--- config.mk ---
export PLATFORM = sky130hd
export DESIGN_NAME = instr_encoder
export DESIGN_NICKNAME = d
export VERILOG_FILES = /design/src/rtl/instr_encoder.sv
export SDC_FILE = /design/constraint.sdc
export NUM_CORES = 1
export LEC_CHECK = 0
export ABC_AREA = 1
export BUFFER_PORTS_ARGS = -buffer_cell sky130_fd_sc_hd__buf_2
export CORE_UTILIZATION = 28
export CTS_CLUSTER_SIZE = 8
export DETAILED_ROUTE_END_ITERATION = 7
export GPL_TIMING_DRIVEN = 0
export PLACE_DENSITY = 0.47
export RECOVER_POWER = 50
export SYNTH_ARGS = -nofsm -noshare
export SYNTH_HDL_FRONTEND = slang
export SYNTH_SLANG_ARGS = --single-unit
--- constraint.sdc ---
create_clock -name clk -period 5.6 [get_ports clk]
set_clock_uncertainty 0.2 [all_clocks]
set_input_delay 0.28 -clock clk [delete_from_list [all_inputs] [get_ports clk]]
set_output_delay 0.28 -clock clk [all_outputs]
set_load 0.02 [all_outputs]
--- src/rtl/instr_encoder.sv ---
// -----------------------------------------------------------------------------
// instr_encoder
//
// Turns semantic instruction requests (op, register indices, immediate) into
// 32-bit RV32I machine words with sequential instruction-memory addresses.
// Supported subset: ADD, SUB, ADDI, LW, SW, BEQ, JAL. Requests whose immediate
// cannot be encoded, and the reserved op, are consumed without producing a
// word; they set a sticky error flag and bump a saturating error counter.
// A small IDLE/RUN/DONE sequencer brackets one program. The program ends when
// the word flagged last leaves downstream, or when a last request is rejected.
//
// Ports:
//   clk        rising-edge clock
//   rst_n      synchronous active-low reset
//   clear      pulse: back to IDLE, address to BASE_ADDR, errors cleared
//   in_valid / in_ready   request handshake
//   in_op      0=ADD 1=SUB 2=ADDI 3=LW 4=SW 5=BEQ 6=JAL 7=reserved
//   in_rd / in_rs1 / in_rs2   register indices (REG_ADDRW bits)
//   in_imm     signed byte immediate / offset
//   in_last    final request of a program
//   out_valid / out_ready   output handshake
//   out_word   encoded instruction
//   out_addr   write address of out_word
//   done       program complete (DONE state)
//   err        sticky, set by any rejected request
//   err_count  rejected-request count, saturating at 255
// -----------------------------------------------------------------------------
module instr_encoder #(
    parameter logic [31:0] BASE_ADDR = 32'h0000_0000,
    parameter int          REG_ADDRW = 3
) (
    input  logic                 clk,
    input  logic                 rst_n,
    input  logic                 clear,
    input  logic                 in_valid,
    output logic                 in_ready,
    input  logic [2:0]           in_op,
    input  logic [REG_ADDRW-1:0] in_rd,
    input  logic [REG_ADDRW-1:0] in_rs1,
    input  logic [REG_ADDRW-1:0] in_rs2,
    input  logic [31:0]          in_imm,
    input  logic                 in_last,
    output logic                 out_valid,
    input  logic                 out_ready,
    output logic [31:0]          out_word,
    output logic [31:0]          out_addr,
    output logic                 done,
    output logic                 err,
    output logic [7:0]           err_count
);

    typedef enum logic [1:0] {
        ST_IDLE = 2'b00,
        ST_RUN  = 2'b01,
        ST_DONE = 2'b10
    } state_t;

    localparam logic [2:0] OP_ADD  = 3'd0;
    localparam logic [2:0] OP_SUB  = 3'd1;
    localparam logic [2:0] OP_ADDI = 3'd2;
    localparam logic [2:0] OP_LW   = 3'd3;
    localparam logic [2:0] OP_SW   = 3'd4;
    localparam logic [2:0] OP_BEQ  = 3'd5;
    localparam logic [2:0] OP_JAL  = 3'd6;

    localparam logic [6:0] OPC_OP     = 7'b0110011;
    localparam logic [6:0] OPC_OPIMM  = 7'b0010011;
    localparam logic [6:0] OPC_LOAD   = 7'b0000011;
    localparam logic [6:0] OPC_STORE  = 7'b0100011;
    localparam logic [6:0] OPC_BRANCH = 7'b1100011;
    localparam logic [6:0] OPC_JAL    = 7'b1101111;

    // Register indices are zero-extended into the 5-bit RISC-V fields.
    function automatic logic [4:0] reg_field(input logic [REG_ADDRW-1:0] idx);
        return 5'(idx);
    endfunction

    // Immediate range checks: the value must survive sign-extension from the
    // field width; branch/jump offsets must also be halfword aligned.
    function automatic logic is_legal(input logic [2:0] op, input logic [31:0] imm);
        logic i_ok;
        logic b_ok;
        logic j_ok;
        logic ok;
        i_ok = (imm[31:11] == {21{imm[11]}});
        b_ok = (imm[31:12] == {20{imm[12]}}) && (imm[0] == 1'b0);
        j_ok = (imm[31:20] == {12{imm[20]}}) && (imm[0] == 1'b0);
        case (op)
            OP_ADD, OP_SUB:        ok = 1'b1;
            OP_ADDI, OP_LW, OP_SW: ok = i_ok;
            OP_BEQ:                ok = b_ok;
            OP_JAL:                ok = j_ok;
            default:               ok = 1'b0;
        endcase
        return ok;
    endfunction

    // Field packing per instruction format; unused fields stay zero.
    function automatic logic [31:0] encode(input logic [2:0] op, input logic [4:0] rd,
                                           input logic [4:0] rs1, input logic [4:0] rs2,
                                           input logic [31:0] imm);
        logic [31:0] w;
        case (op)
            OP_ADD:  w = {7'b0000000, rs2, rs1, 3'b000, rd, OPC_OP};
            OP_SUB:  w = {7'b0100000, rs2, rs1, 3'b000, rd, OPC_OP};
            OP_ADDI: w = {imm[11:0], rs1, 3'b000, rd, OPC_OPIMM};
            OP_LW:   w = {imm[11:0], rs1, 3'b010, rd, OPC_LOAD};
            OP_SW:   w = {imm[11:5], rs2, rs1, 3'b010, imm[4:0], OPC_STORE};
            OP_BEQ:  w = {imm[12], imm[10:5], rs2, rs1, 3'b000, imm[4:1], imm[11], OPC_BRANCH};
            OP_JAL:  w = {imm[20], imm[10:1], imm[11], imm[19:12], rd, OPC_JAL};
            default: w = 32'h0000_0000;
        endcase
        return w;
    endfunction

    state_t      state_r;
    state_t      state_n_s;
    logic        out_valid_r;
    logic [31:0] out_word_r;
    logic [31:0] out_addr_r;
    logic        out_last_r;
    logic [31:0] next_addr_r;
    logic        err_r;
    logic [7:0]  err_count_r;

    logic        in_ready_s;
    logic        accept_s;
    logic        legal_s;
    logic        reject_s;
    logic        out_hs_s;
    logic [31:0] word_s;

    // The output slot frees up in the same cycle it is drained, so ready only
    // depends on registered state and out_ready, never on in_valid.
    assign in_ready_s = (state_r != ST_DONE) && (!out_valid_r || out_ready);
    assign accept_s   = in_valid && in_ready_s;
    assign legal_s    = is_legal(in_op, in_imm);
    assign reject_s   = accept_s && !legal_s;
    assign out_hs_s   = out_valid_r && out_ready;
    assign word_s     = encode(in_op, reg_field(in_rd), reg_field(in_rs1),
                               reg_field(in_rs2), in_imm);

    assign in_ready  = in_ready_s;
    assign out_valid = out_valid_r;
    assign out_word  = out_word_r;
    assign out_addr  = out_addr_r;
    assign done      = (state_r == ST_DONE);
    assign err       = err_r;
    assign err_count = err_count_r;

    // Program sequencer state register.
    always_ff @(posedge clk) begin
        if (!rst_n) begin
            state_r <= ST_IDLE;
        end else begin
            state_r <= state_n_s;
        end
    end

    // Sequencer next state; clear overrides every other transition.
    always_comb begin
        state_n_s = state_r;
        if (clear) begin
            state_n_s = ST_IDLE;
        end else begin
            case (state_r)
                ST_IDLE: begin
                    if (reject_s && in_last) begin
                        state_n_s = ST_DONE;
                    end else if (accept_s) begin
                        state_n_s = ST_RUN;
                    end else begin
                        state_n_s = ST_IDLE;
                    end
                end
                ST_RUN: begin
                    if ((out_hs_s && out_last_r) || (reject_s && in_last)) begin
                        state_n_s = ST_DONE;
                    end else begin
                        state_n_s = ST_RUN;
                    end
                end
                ST_DONE: state_n_s = ST_DONE;
                default: state_n_s = ST_IDLE;
            endcase
        end
    end

    // Output register, address counter and error bookkeeping.
    always_ff @(posedge clk) begin
        if (!rst_n) begin
            out_valid_r <= 1'b0;
            out_word_r  <= 32'h0000_0000;
            out_addr_r  <= BASE_ADDR;
            out_last_r  <= 1'b0;
            next_addr_r <= BASE_ADDR;
            err_r       <= 1'b0;
            err_count_r <= 8'd0;
        end else if (clear) begin
            out_valid_r <= 1'b0;
            out_word_r  <= 32'h0000_0000;
            out_addr_r  <= BASE_ADDR;
            out_last_r  <= 1'b0;
            next_addr_r <= BASE_ADDR;
            err_r       <= 1'b0;
            err_count_r <= 8'd0;
        end else begin
            if (accept_s && legal_s) begin
                out_valid_r <= 1'b1;
                out_word_r  <= word_s;
                out_addr_r  <= next_addr_r;
                out_last_r  <= in_last;
                next_addr_r <= next_addr_r + 32'd4;
            end else if (out_hs_s) begin
                out_valid_r <= 1'b0;
            end
            // A rejection may coincide with a downstream drain above.
            if (reject_s) begin
                err_r <= 1'b1;
                if (err_count_r != 8'hFF) begin
                    err_count_r <= err_count_r + 8'd1;
                end
            end
        end
    end

endmodule

==> out/qor.yml <==
fin_util: 0.357
synth.area.top_cells: "dfxtp_1 (41%), nand2_1 (13%), a21oi_1 (8.3%), nor2_1 (8.0%), o21ai_0 (5.7%)"
antenna_found_initial: 0
fin_crit_ps: 3030
hpwlAfterDp_mm: 12.5
syn_area_um2: 5080
cts-buffers-inserted: 9
hold_path_class: "input pin to flop"
fill_cells: 1969
synth.distinct_cells: 34
cp.arrival_ps: 3070
ys_seq_area_frac: 0.406
cts-root-buf: "clkbuf_16"
h-tree-depth: 3
hold_viol: 0
placed_area_um2: 5970
grt_pass1_wl_mm: 25.7
dp_slack_ps: 2910
grt_max_degree: 16
setup_ws_ps: 2570
portBuffers: 121
synth_top_cell_by_area: "dfxtp_1"
routed_wl_mm: 16.3
fp.dieArea_um2: 18700
die_w_um: 137
clock_latency_ps: 360
grt_usage: 0.180
slew_headroom: 0.500
setup_viol: 0
vias: 5103
start_util: 0.291
grt_pass1_vias: 4815
status: "finished clean"
post_cts_buffers: 0
p_leak_uw: 0.00232
synth_most_common_cell: "nand2_1"
critPathMaxFanout: 10
num_rows: 48
rrSetupSlack_ps: 3170
antenna_left: 0
drtIter0Drc: 287
cts_resized: 0
tns_ps: 0
drv_cap: 0
synth-seq-cells: 103
synthCells: 746
criticalPathCategory: "input pin to flop"
p_per_area_nw_per_um2: 253
final_area_um2: 6250
p_total_uw: 1580
io_pins: 126
cp.required_ps: 5630
period_share: 0.541
cts_tree: "done"
max_freq_mhz: 330
die_y_um: 137
syn_avg_cell_area_um2: 6.81
synth_top_area_share: 0.406
drive_above_1_share: 0.0953
place_congestion: 0.856
ys_top_cells_by_count: "nand2_1 (179), nor2_1 (108), dfxtp_1 (103)"
area_growth_syn_to_layout_pct: 23.0
via_per_inst: 4.57
crit_path_end_kind: "flop"
ys_warn_count: 0
wl_per_cell_um: 14.6
finalNetCount: 940
cts.path.max_buffers: 2
cts_hold_buf: 9
cts.sinks: 103
finalMaxSlewViolations: 0
max-vdd-ir-drop_uv: 171
core_area_um2: 17500
clk_pin_slew_ps: 70
drt_pass1_iterations: 4
worst_slew_pin_slew_ps: 749
async_flop_share: 0
overflow: 0
rsz0062_at_grt: "no"
antennaDiodeCount: 0
synth_edf_count: 0
drc: 0
ys.flop_type: "dfxtp_1"
critPathLaunchType: "input pin"
-- sequential cells by signal, indices dropped and copies added, names as in the netlist --
| name | count |
|---|---|
| out_word | 30 |
| out_last_r | 1 |
| state_r | 2 |
| err | 1 |
| next_addr_r | 30 |
| out_valid | 1 |
| out_addr | 30 |
| err_count | 8 |
-- path summary, 6_finish.rpt --
kind | endpoint | start | depth (start not counted)
setup / recovery | out_word[4] | in_imm[19] | 13
hold / removal | out_word[14] | in_imm[14] | 3
setup reg to reg | next_addr_r[31] | next_addr_r[2] | 9
hold reg to reg | err | err | 1
-- cells by family after synthesis --
group,count (synthesis),share of synthesized area
buffers and inverters,87,0.0737
adders and majority gates,2,0.00493
AOI/OAI and AO/OA,154,0.159
other,1,0.000739
DFF,103,0.406
xor gates and xnor gates,30,0.0518
and+or+nand+nor,369,0.303
-- cells in the final DEF, fill, tap and decap left out, types with 20 or more instances in the layout --
cell      netlist  layout
o21ai_0        58      58
dfxtp_1       103     103
clkbuf_1       13      93
inv_1          50      50
buf_2          14      57
nor3_1         20      20
nor2_1        108     110
a21oi_1        84      85
xor2_1         27      27
nand3_1        38      38
nand2_1       179     180
-- through the flow --
step | hold slack (ps) | cells
after floorplan | 223 | 747
after global placement | 245 | 1093
after detailed placement | 248 | 1093
after CTS | 4.45 | 1117
after global routing | 22.2 | 1117
final | 12.5 | 1117
-- final cells by class --
cell class / instances / area [um^2] / area share
Sequential cell: 103 / 2060 / 0.330
Clock inverter: 4 / 70.1 / 0.0112
Clock buffer: 11 / 243 / 0.0389
Buffer: 36 / 175 / 0.0280
Tap cell: 225 / 282 / 0.0451
Inverter: 51 / 191 / 0.0306
Timing Repair Buffer: 130 / 602 / 0.0964
Multi-Input combinational cell: 557 / 2620 / 0.420
-- power by group --
part	internal, uW	switching, uW	total, uW
Clock	400	276	676
Combinational	49.5	107	157
Sequential	742	5.36	747
Total	1190	389	1580
-- routing by layer --
layer / part of all wire / global-route usage
met1: 0.49 / 0.244
met2: 0.44 / 0.278
met3: 0.055 / 0.0463
met4: 0.0098 / 0.0537
met5: 0 / 0
-- worst max-delay path: stages --
cell and delay [ps]:
dlygate4sd3_1 520, clkbuf_1 150, nand2_1 80, nor2_1 130, nand2_1 70, a21oi_1 140, nand3_1 100, nand2_1 70
nand2_1 140, a21oi_1 630, buf_2 370, buf_2 280, a21oi_1 100
(Power assumes the default switching activity.)
